`src/rtl/uart_rx_loader_pkg.sv`:
```
// Shared encodings for the UART program loader: FSM states, error codes
// and the default frame header byte.
package uart_rx_loader_pkg;

    typedef enum logic [2:0] {
        LDR_IDLE = 3'd0,
        LDR_LEN  = 3'd1,
        LDR_LO   = 3'd2,
        LDR_HI   = 3'd3,
        LDR_CSUM = 3'd4
    } ldr_state_t;

    localparam logic [1:0] LDR_ERR_CSUM    = 2'd1;
    localparam logic [1:0] LDR_ERR_TIMEOUT = 2'd2;

    localparam logic [7:0] LDR_HEADER_DEFAULT = 8'hA5;

endpackage

```
`src/rtl/uart_rx_loader_edge_sync.sv`:
```
// Two-flop synchronizer for a level from another clock domain, with a
// one-cycle pulse on each synchronized rising edge.
module edge_sync (
    input  logic clk_i,
    input  logic rst_ni,
    input  logic async_i,
    output logic rise_o
);

    logic meta_q;
    logic sync_q;
    logic prev_q;

    always_ff @(posedge clk_i or negedge rst_ni) begin
        if (!rst_ni) begin
            meta_q <= 1'b0;
            sync_q <= 1'b0;
            prev_q <= 1'b0;
        end else begin
            meta_q <= async_i;
            sync_q <= meta_q;
            prev_q <= sync_q;
        end
    end

    assign rise_o = sync_q & ~prev_q;

endmodule

```
`src/rtl/uart_rx_loader.sv`:
```
// Assembles framed 16-bit words from the UART byte stream into memory
// writes: header, length N, N little-endian words, XOR checksum.
import uart_rx_loader_pkg::*;

module uart_rx_loader #(
    parameter int                ADDR_W         = 16,
    parameter logic [ADDR_W-1:0] BASE_ADDR      = '0,
    parameter logic [7:0]        HEADER         = LDR_HEADER_DEFAULT,
    parameter int                TIMEOUT_CYCLES = 260000
) (
    input  logic              clk_25M,
    input  logic              reset_n,
    input  logic [7:0]        rx_data,
    input  logic              rx_ready,
    output logic [ADDR_W-1:0] mem_addr,
    output logic [15:0]       mem_data,
    output logic              mem_we,
    output logic              busy,
    output logic              done,
    output logic              err,
    output logic [1:0]        err_code
);

    localparam int               TMO_W    = $clog2(TIMEOUT_CYCLES + 1);
    localparam logic [TMO_W-1:0] TMO_LAST = TMO_W'(TIMEOUT_CYCLES - 1);

    logic rx_rise;

    edge_sync u_rx_sync (
        .clk_i   (clk_25M),
        .rst_ni  (reset_n),
        .async_i (rx_ready),
        .rise_o  (rx_rise)
    );

    logic [7:0] byte_q;
    logic       byte_vld_q;

    // rx_data is stable while rx_ready is high, so sampling on the edge pulse is safe
    always_ff @(posedge clk_25M or negedge reset_n) begin
        if (!reset_n) begin
            byte_q     <= 8'h00;
            byte_vld_q <= 1'b0;
        end else begin
            if (rx_rise) begin
                byte_q <= rx_data;
            end
            byte_vld_q <= rx_rise;
        end
    end

    ldr_state_t        state_q;
    logic [TMO_W-1:0]  tmo_q;
    logic [TMO_W-1:0]  tmo_d;
    logic              tmo_hit;

    // A byte arriving on the terminal-count cycle takes priority over the timeout
    always_comb begin
        tmo_d   = tmo_q + TMO_W'(1);
        tmo_hit = 1'b0;
        if (byte_vld_q || state_q == LDR_IDLE) begin
            tmo_d = '0;
        end else if (tmo_q == TMO_LAST) begin
            tmo_d   = tmo_q;
            tmo_hit = 1'b1;
        end
    end

    always_ff @(posedge clk_25M or negedge reset_n) begin
        if (!reset_n) begin
            tmo_q <= '0;
        end else begin
            tmo_q <= tmo_d;
        end
    end

    logic [ADDR_W-1:0] mem_addr_q;
    logic [15:0]       mem_data_q;
    logic              mem_we_q;
    logic              done_q;
    logic              err_q;
    logic [1:0]        err_code_q;
    logic [7:0]        word_cnt_q;
    logic [7:0]        csum_q;
    logic [7:0]        lo_q;

    always_ff @(posedge clk_25M or negedge reset_n) begin
        if (!reset_n) begin
            state_q    <= LDR_IDLE;
            mem_addr_q <= BASE_ADDR;
            mem_data_q <= 16'h0000;
            mem_we_q   <= 1'b0;
            done_q     <= 1'b0;
            err_q      <= 1'b0;
            err_code_q <= 2'd0;
            word_cnt_q <= 8'h00;
            csum_q     <= 8'h00;
            lo_q       <= 8'h00;
        end else begin
            mem_we_q <= 1'b0;
            done_q   <= 1'b0;
            err_q    <= 1'b0;

            // Address stays put for the strobe cycle and advances right after
            if (mem_we_q) begin
                mem_addr_q <= mem_addr_q + ADDR_W'(1);
            end

            if (tmo_hit) begin
                err_q      <= 1'b1;
                err_code_q <= LDR_ERR_TIMEOUT;
                state_q    <= LDR_IDLE;
            end else if (byte_vld_q) begin
                case (state_q)
                    LDR_IDLE: begin
                        if (byte_q == HEADER) begin
                            state_q <= LDR_LEN;
                        end
                    end
                    LDR_LEN: begin
                        // A length of 0 wraps through the 8-bit counter, giving 256 words
                        word_cnt_q <= byte_q;
                        csum_q     <= byte_q;
                        mem_addr_q <= BASE_ADDR;
                        state_q    <= LDR_LO;
                    end
                    LDR_LO: begin
                        lo_q    <= byte_q;
                        csum_q  <= csum_q ^ byte_q;
                        state_q <= LDR_HI;
                    end
                    LDR_HI: begin
                        mem_data_q <= {byte_q, lo_q};
                        mem_we_q   <= 1'b1;
                        csum_q     <= csum_q ^ byte_q;
                        word_cnt_q <= word_cnt_q - 8'd1;
                        state_q    <= (word_cnt_q == 8'd1) ? LDR_CSUM : LDR_LO;
                    end
                    LDR_CSUM: begin
                        if (byte_q == csum_q) begin
                            done_q <= 1'b1;
                        end else begin
                            err_q      <= 1'b1;
                            err_code_q <= LDR_ERR_CSUM;
                        end
                        state_q <= LDR_IDLE;
                    end
                    default: begin
                        state_q <= LDR_IDLE;
                    end
                endcase
            end
        end
    end

    assign mem_addr = mem_addr_q;
    assign mem_data = mem_data_q;
    assign mem_we   = mem_we_q;
    assign busy     = (state_q != LDR_IDLE);
    assign done     = done_q;
    assign err      = err_q;
    assign err_code = err_code_q;

endmodule

```
`config.mk`:
```
export PLATFORM = sky130hd
export DESIGN_NAME = uart_rx_loader
export DESIGN_NICKNAME = d
export VERILOG_FILES = /design/src/rtl/uart_rx_loader_pkg.sv /design/src/rtl/uart_rx_loader_edge_sync.sv /design/src/rtl/uart_rx_loader.sv
export SDC_FILE = /design/constraint.sdc
export NUM_CORES = 1
export LEC_CHECK = 0
export CELL_PAD_IN_SITES_DETAIL_PLACEMENT = 1
export CELL_PAD_IN_SITES_GLOBAL_PLACEMENT = 1
export CORE_MARGIN = 1.5
export CORE_UTILIZATION = 44
export DETAILED_ROUTE_END_ITERATION = 7
export HOLD_SLACK_MARGIN = 0.08
export PLACE_DENSITY = 0.79
export SLEW_MARGIN = 25
export SYNTH_ARGS = -nofsm -noshare
export SYNTH_HDL_FRONTEND = slang
export SYNTH_HIERARCHICAL = 1
export SYNTH_SLANG_ARGS = --single-unit
```
`constraint.sdc`:
```
create_clock -name clk_25M -period 1.8 [get_ports clk_25M]
set_input_delay 0.27 -clock clk_25M [delete_from_list [all_inputs] [get_ports clk_25M]]
set_output_delay 0.27 -clock clk_25M [all_outputs]
set_load 0.01 [all_outputs]
```
# Word level (Yosys, flattened, before mapping)
# Cells that the tools add are included.
word_totals:
  in_bits: 11
  word_cells: 78
  ff_bits: 94
classes:
  n_addsub: 3
  n_reduce_logical: 14
  n_eq_ne: 11
  n_mux: 30
  n_bitwise: 4
ops:
  columns: ["operator", "n"]
  rows:
  - ["$mux 16", 4]
  - ["$mux 18", 2]
  - ["$pmux 8 s2", 2]
  - ["$add 18x1->18 const B", 1]
  - ["$eq 18x18->1 const B", 1]
  - ["$add 16x1->16 const B", 1]
  - ["$reduce_and 3->1", 5]
  - ["$mux 1", 13]
  - ["$mux 3", 4]
  - ["$pmux 3 s4", 1]
  - ["$eq 8x1->1 const B", 1]
  - ["$eq 8x8->1", 1]
  - ["$eq 8x8->1 const B", 1]
  - ["$mux 2", 4]
  - ["$reduce_bool 2->1", 4]
  - ["$sub 8x1->8 const B", 1]
  - ["$xor 8x8->8", 1]
  - ["$eq 3x2->1 const B", 2]
  - ["$ne 2x2->1 const B", 2]
  - ["$eq 3x1->1 const B", 1]
  - ["$eq 3x3->1 const B", 1]
  - ["$logic_not 3->1", 1]
  - ["$ne 3x2->1 const B", 1]
  - ["$reduce_bool 3->1", 1]
  - ["other kinds (5)", 6]

# Depth between registers and ports, before layout
logic_depth:
  depth_word: 5
  depth_mapped: 7
  depth_no_buf: 6

# Hierarchy
# The synthesis kept the hierarchy.
modules_own_cells:
  columns: ["mod", "area_each_um2", "n_inst", "cells_per_inst"]
  rows:
  - ["uart_rx_loader", 4225.3, 1, 387]
  - ["edge_sync", 88.8, 1, 4]

# Least setup slack after synthesis
# No wires, ideal clock.
synth_path:
  kind: "register to register"
  startpoint: "reg mem_addr_q[0], in the netlist mem_addr[0]"
  endpoint: "reg mem_addr_q[12], in the netlist mem_addr[12]"
  stages_incl_launch_ff: 7
  slack_ps: 108
  required_ps: 1722
  n_path_buf: 1
  t_arrival_ps: 1614
  synth_period_minus_slack_ps: 1692
  setup_ps: 78
  cell_sequence: "dfrtp_1 -> ha_1 -> and4_1 -> buf_4 -> nand2_1 -> or4_1 -> a21oi_1"
synth_via:
  elab_chain_len: 5
synth_lines:
  columns: ["item", "line", "rtl"]
  rows:
  - ["start, declared", "uart_rx_loader.sv:77", "logic [ADDR_W-1:0] mem_addr_q;"]
  - ["start signal, assigned", "uart_rx_loader.sv:106", "mem_addr_q <= mem_addr_q + ADDR_W'(1);"]
  - ["$add 16x1->16 (*)", "uart_rx_loader.sv:106", null]
  - ["$mux 16 (*)", "uart_rx_loader.sv:105", "if (mem_we_q) begin"]
  - ["$mux 16", "uart_rx_loader.sv:114", "case (state_q)"]
  - ["$mux 16", "uart_rx_loader.sv:113", "end else if (byte_vld_q) begin"]
  - ["$mux 16 (*)", "uart_rx_loader.sv:109", "if (tmo_hit) begin"]
# Mark *: on every way between the ends. The rest lies on a longest branch, timed or not.
# A chain may end at the register's enable or synchronous reset.

# Final worst setup path
layout_path:
  startpoint: "reg mem_addr_q[0], in the netlist mem_addr[0]"
  endpoint: "out mem_addr[0]"
layout_lines:
  columns: ["item", "line", "rtl"]
  rows:
  - ["end, declared", "uart_rx_loader.sv:15", "output logic [ADDR_W-1:0] mem_addr,"]
# No word-level cell between the ends.

==> results.md <==
- Gr ovfl total: 0
- Placed Instances: around 580
- EDFF count, synth: 0
- Synth unique cells: slightly below 50
- Final ANT Viol Nets: 0
- Die Ht: 102 um
- Clock skew: roughly 0.018 ns
- Area of the die: about 0.010 mm^2
- PortBufs: 48
- Hold Crit Class: in2reg
- Core area: around 0.0094 mm^2
- Area occupied by multi-input gates: between 0.0015 and 0.002 mm^2
- Routed WL: slightly above 10,000 um
- Syn_area_per_cell: around 11 um^2
- Post-DP HPWL: roughly 7300 um
- Worst Path Max Fanout: 3
- Critical path endpoint category: output port
- # H-tree levels: 3
- FP Rows: 35
- Wire length per cell: 17.3 um
- MaxCap Viol Count: 0
- Maximum operating frequency: between 500 and 600 MHz
- Vias in the first global route: roughly 3,500
- Top_reg_cell synth: dfrtp_1
- Crit-path slowest cell: clkdlybuf4s50_1
- Crit path buf inv count: 2
- Maximum vdd drop: about 0.00061 V
- Leakage Power: roughly 2.4 nW
- Initial antenna violation count: 0
- Layout area overhead: 23.7%
- Clk sinks: 94
- Critical path startpoint category: flip-flop
- Share of cells above drive strength 1: 0.182
- Unrepaired setup endpoints after global routing: false
- Fin crit share: 0.962
- Synth warnings: 6
- Rel. slew slack: 0.672
- Ys async rst share: 1.00
- Die width: 102 um
- Synthesized area: between 0.004 and 0.005 mm^2
- Post-Route Setup TNS: 0 ns
- CP cell instances: buf_4, clkdlybuf4s50_1
- Max-slew violations: 0
- FF+latch count, synth: between 90 and 100
- Final Setup Violations: 0
- Global placer's final weighted congestion: just under 0.8
- Clk_lat worst skew: 0.37 ns
- Slew @ Worst Pin: between 0.4 and 0.5 ns
- Final net count: 478
- ANT cells: 0
- Via-to-Cell Ratio: ~5.5
- Clock Tree Buf Depth: 2
- Cell family with most CP delay: buffers and inverters
- Starting Density: 0.460
- Power per cell area: 1130 mW/mm^2
- Drt first pass iters: 4
- GRT Overall Usage: 0.220
- Status: finished clean
- Reg area: ~0.0024 mm^2
- Seq/Total Area, Yosys: 0.545
- Fillers: about 1,100
- Hold slack: 0.338 ns
- Clk root buf: clkbuf_8
- CTS buffer count: 9
- Clock transition at path regs: ~0.10 ns
- WS Path Type: reg2out
- Final Critical Period: 1.73 ns
- IO Count: ~50
- Final cell count without fillers: approximately 600
- Syn nets: between 400 and 500
- Drt drc: 0
- Final hold vios: 0
- Global-route wire length before repair: between 15,000 and 20,000 um
- First DRT Iteration DRCs: 100
- CP required: between 1.5 and 2 ns
- Via count: 3,262
- Pin count of the biggest net entering global routing: 43
- Arr. time, crit path: 1.46 ns
- Mapped Cells: just under 400
- Worst path max stage delay: around 0.53 ns
- CTS tree: built
## repair_timing
item | 4_1_cts | 5_1_grt
setup endpoints to repair | 1 | 15
hold endpoints to repair | 26 | 0
buffers inserted | 1 | 2
hold buffers | 1 | 0
cloned | 0 | 0
gates resized for setup | 2 | 4
## synth_stat cells (8+ instances only)
| cell type | n | area (um^2) |
|---|---|---|
| inv_1 | 9 | 33.8 |
| or3_1 | 8 | 50.1 |
| nand2_1 | 38 | 143 |
| xor2_1 | 27 | 236 |
| nor2_1 | 28 | 105 |
| nand3_1 | 10 | 50.1 |
| nand4_1 | 8 | 50.1 |
| mux2_2 | 32 | 360 |
| a21oi_1 | 20 | 100 |
| dfrtp_1 | 94 | 2350 |
| o21ai_0 | 15 | 75.1 |
| buf_2 | 8 | 40.0 |
## routing by layer
| metal | wire, um | global-route usage | vias to the layer above |
|---|---|---|---|
| li1 | - | - | 1534 |
| met3 | 284 | 0.0349 | 18 |
| met2 | 5120 | 0.359 | 53 |
| met1 | 4680 | 0.289 | 1657 |
| met5 | 0 | 0 | - |
| met4 | 242 | 0.105 | 0 |
## layout by cell type (no fill, tap or decap), drive strengths merged, types with 2 or more instances in the layout
cell,n
inv,12
nor4b,3
nand2b,4
mux2i,4
o21bai,2
nor2b,2
ha,4
or4,3
clkbuf,10
xnor2,6
a211oi,4
buf,28
xor2,27
clkinv,4
and3,7
mux2,32
nor3,8
nand3,12
o21ai,15
a21oi,20
nor4,6
and4,6
nand4,8
dfrtp,94
a31oi,4
o22ai,2
nand3b,2
nor2,28
o31ai,3
or3,8
clkdlybuf4s50,46
nand2,38
## registers in the layout, indices dropped and copies added (netlist names), 2 cells and up
| signal | cells |
|---|---|
| byte_q | 8 |
| lo_q | 8 |
| err_code | 2 |
| tmo_q | 18 |
| mem_data | 16 |
| state_q | 3 |
| word_cnt_q | 8 |
| mem_addr | 16 |
| csum_q | 8 |
## worst paths after layout
| check | start | to | slack, ns | cells past startpoint |
|---|---|---|---|---|
| setup / recovery | mem_addr[0] | mem_addr[0] | 0.07 | 2 |
| setup reg to reg | mem_addr[1] | mem_addr[12] | 0.10 | 5 |
| hold / removal | rx_ready | u_rx_sync/meta_q | 0.34 | 1 |
| max in group asynchronous | reset_n | tmo_q[1] | 0.87 | 3 |
| min in group asynchronous | reset_n | byte_vld_q | 0.36 | 2 |
| hold reg to reg | u_rx_sync/meta_q | u_rx_sync/sync_q | 0.36 | 0 |
## cell type report
cell class,count,share of cell area
clock buffers,10,0.0258
clock inverters,6,0.00844
inverters,10,0.00704
multi-input cells,272,0.349
flip-flops and latches,94,0.441
well taps,129,0.0303
repair buffers,76,0.139
## where the power goes
part,leakage (nW),internal [W],switching (W)
clock,0.0970,0.000551,0.000775
combinational,1.04,0.000893,0.000952
sequential,1.25,0.00253,0.000303
## cell families (layout without fill, tap and decap cells)
group                    count (synthesis)  count (layout)  synth area share
buffers and inverters                   25             102            0.0258
XOR/XNOR                                33              33            0.0670
adder cells (fa/ha/maj)                  4               4            0.0116
AND/OR/NAND/NOR                        140             140             0.174
AO/OA/AOI/OAI                           59              59            0.0832
flip-flops                              94              94             0.545
multiplexers                            36              36            0.0928
## through the flow
stage	setup slack [ns]	instance area [um^2]	utilization	total power (W)
2_1_floorplan	0.108	4310	-	0.00388
3_3_place_gp	0.0981	5110	0.545	0.00459
3_5_place_dp	0.0289	5110	0.545	0.00471
4_1_cts	0.0170	5310	0.567	0.00605
5_1_grt	0.00526	5340	0.569	0.00638
6_report	0.0687	5340	0.569	0.00600
No activity file was read; power rests on OpenSTA's default activity.
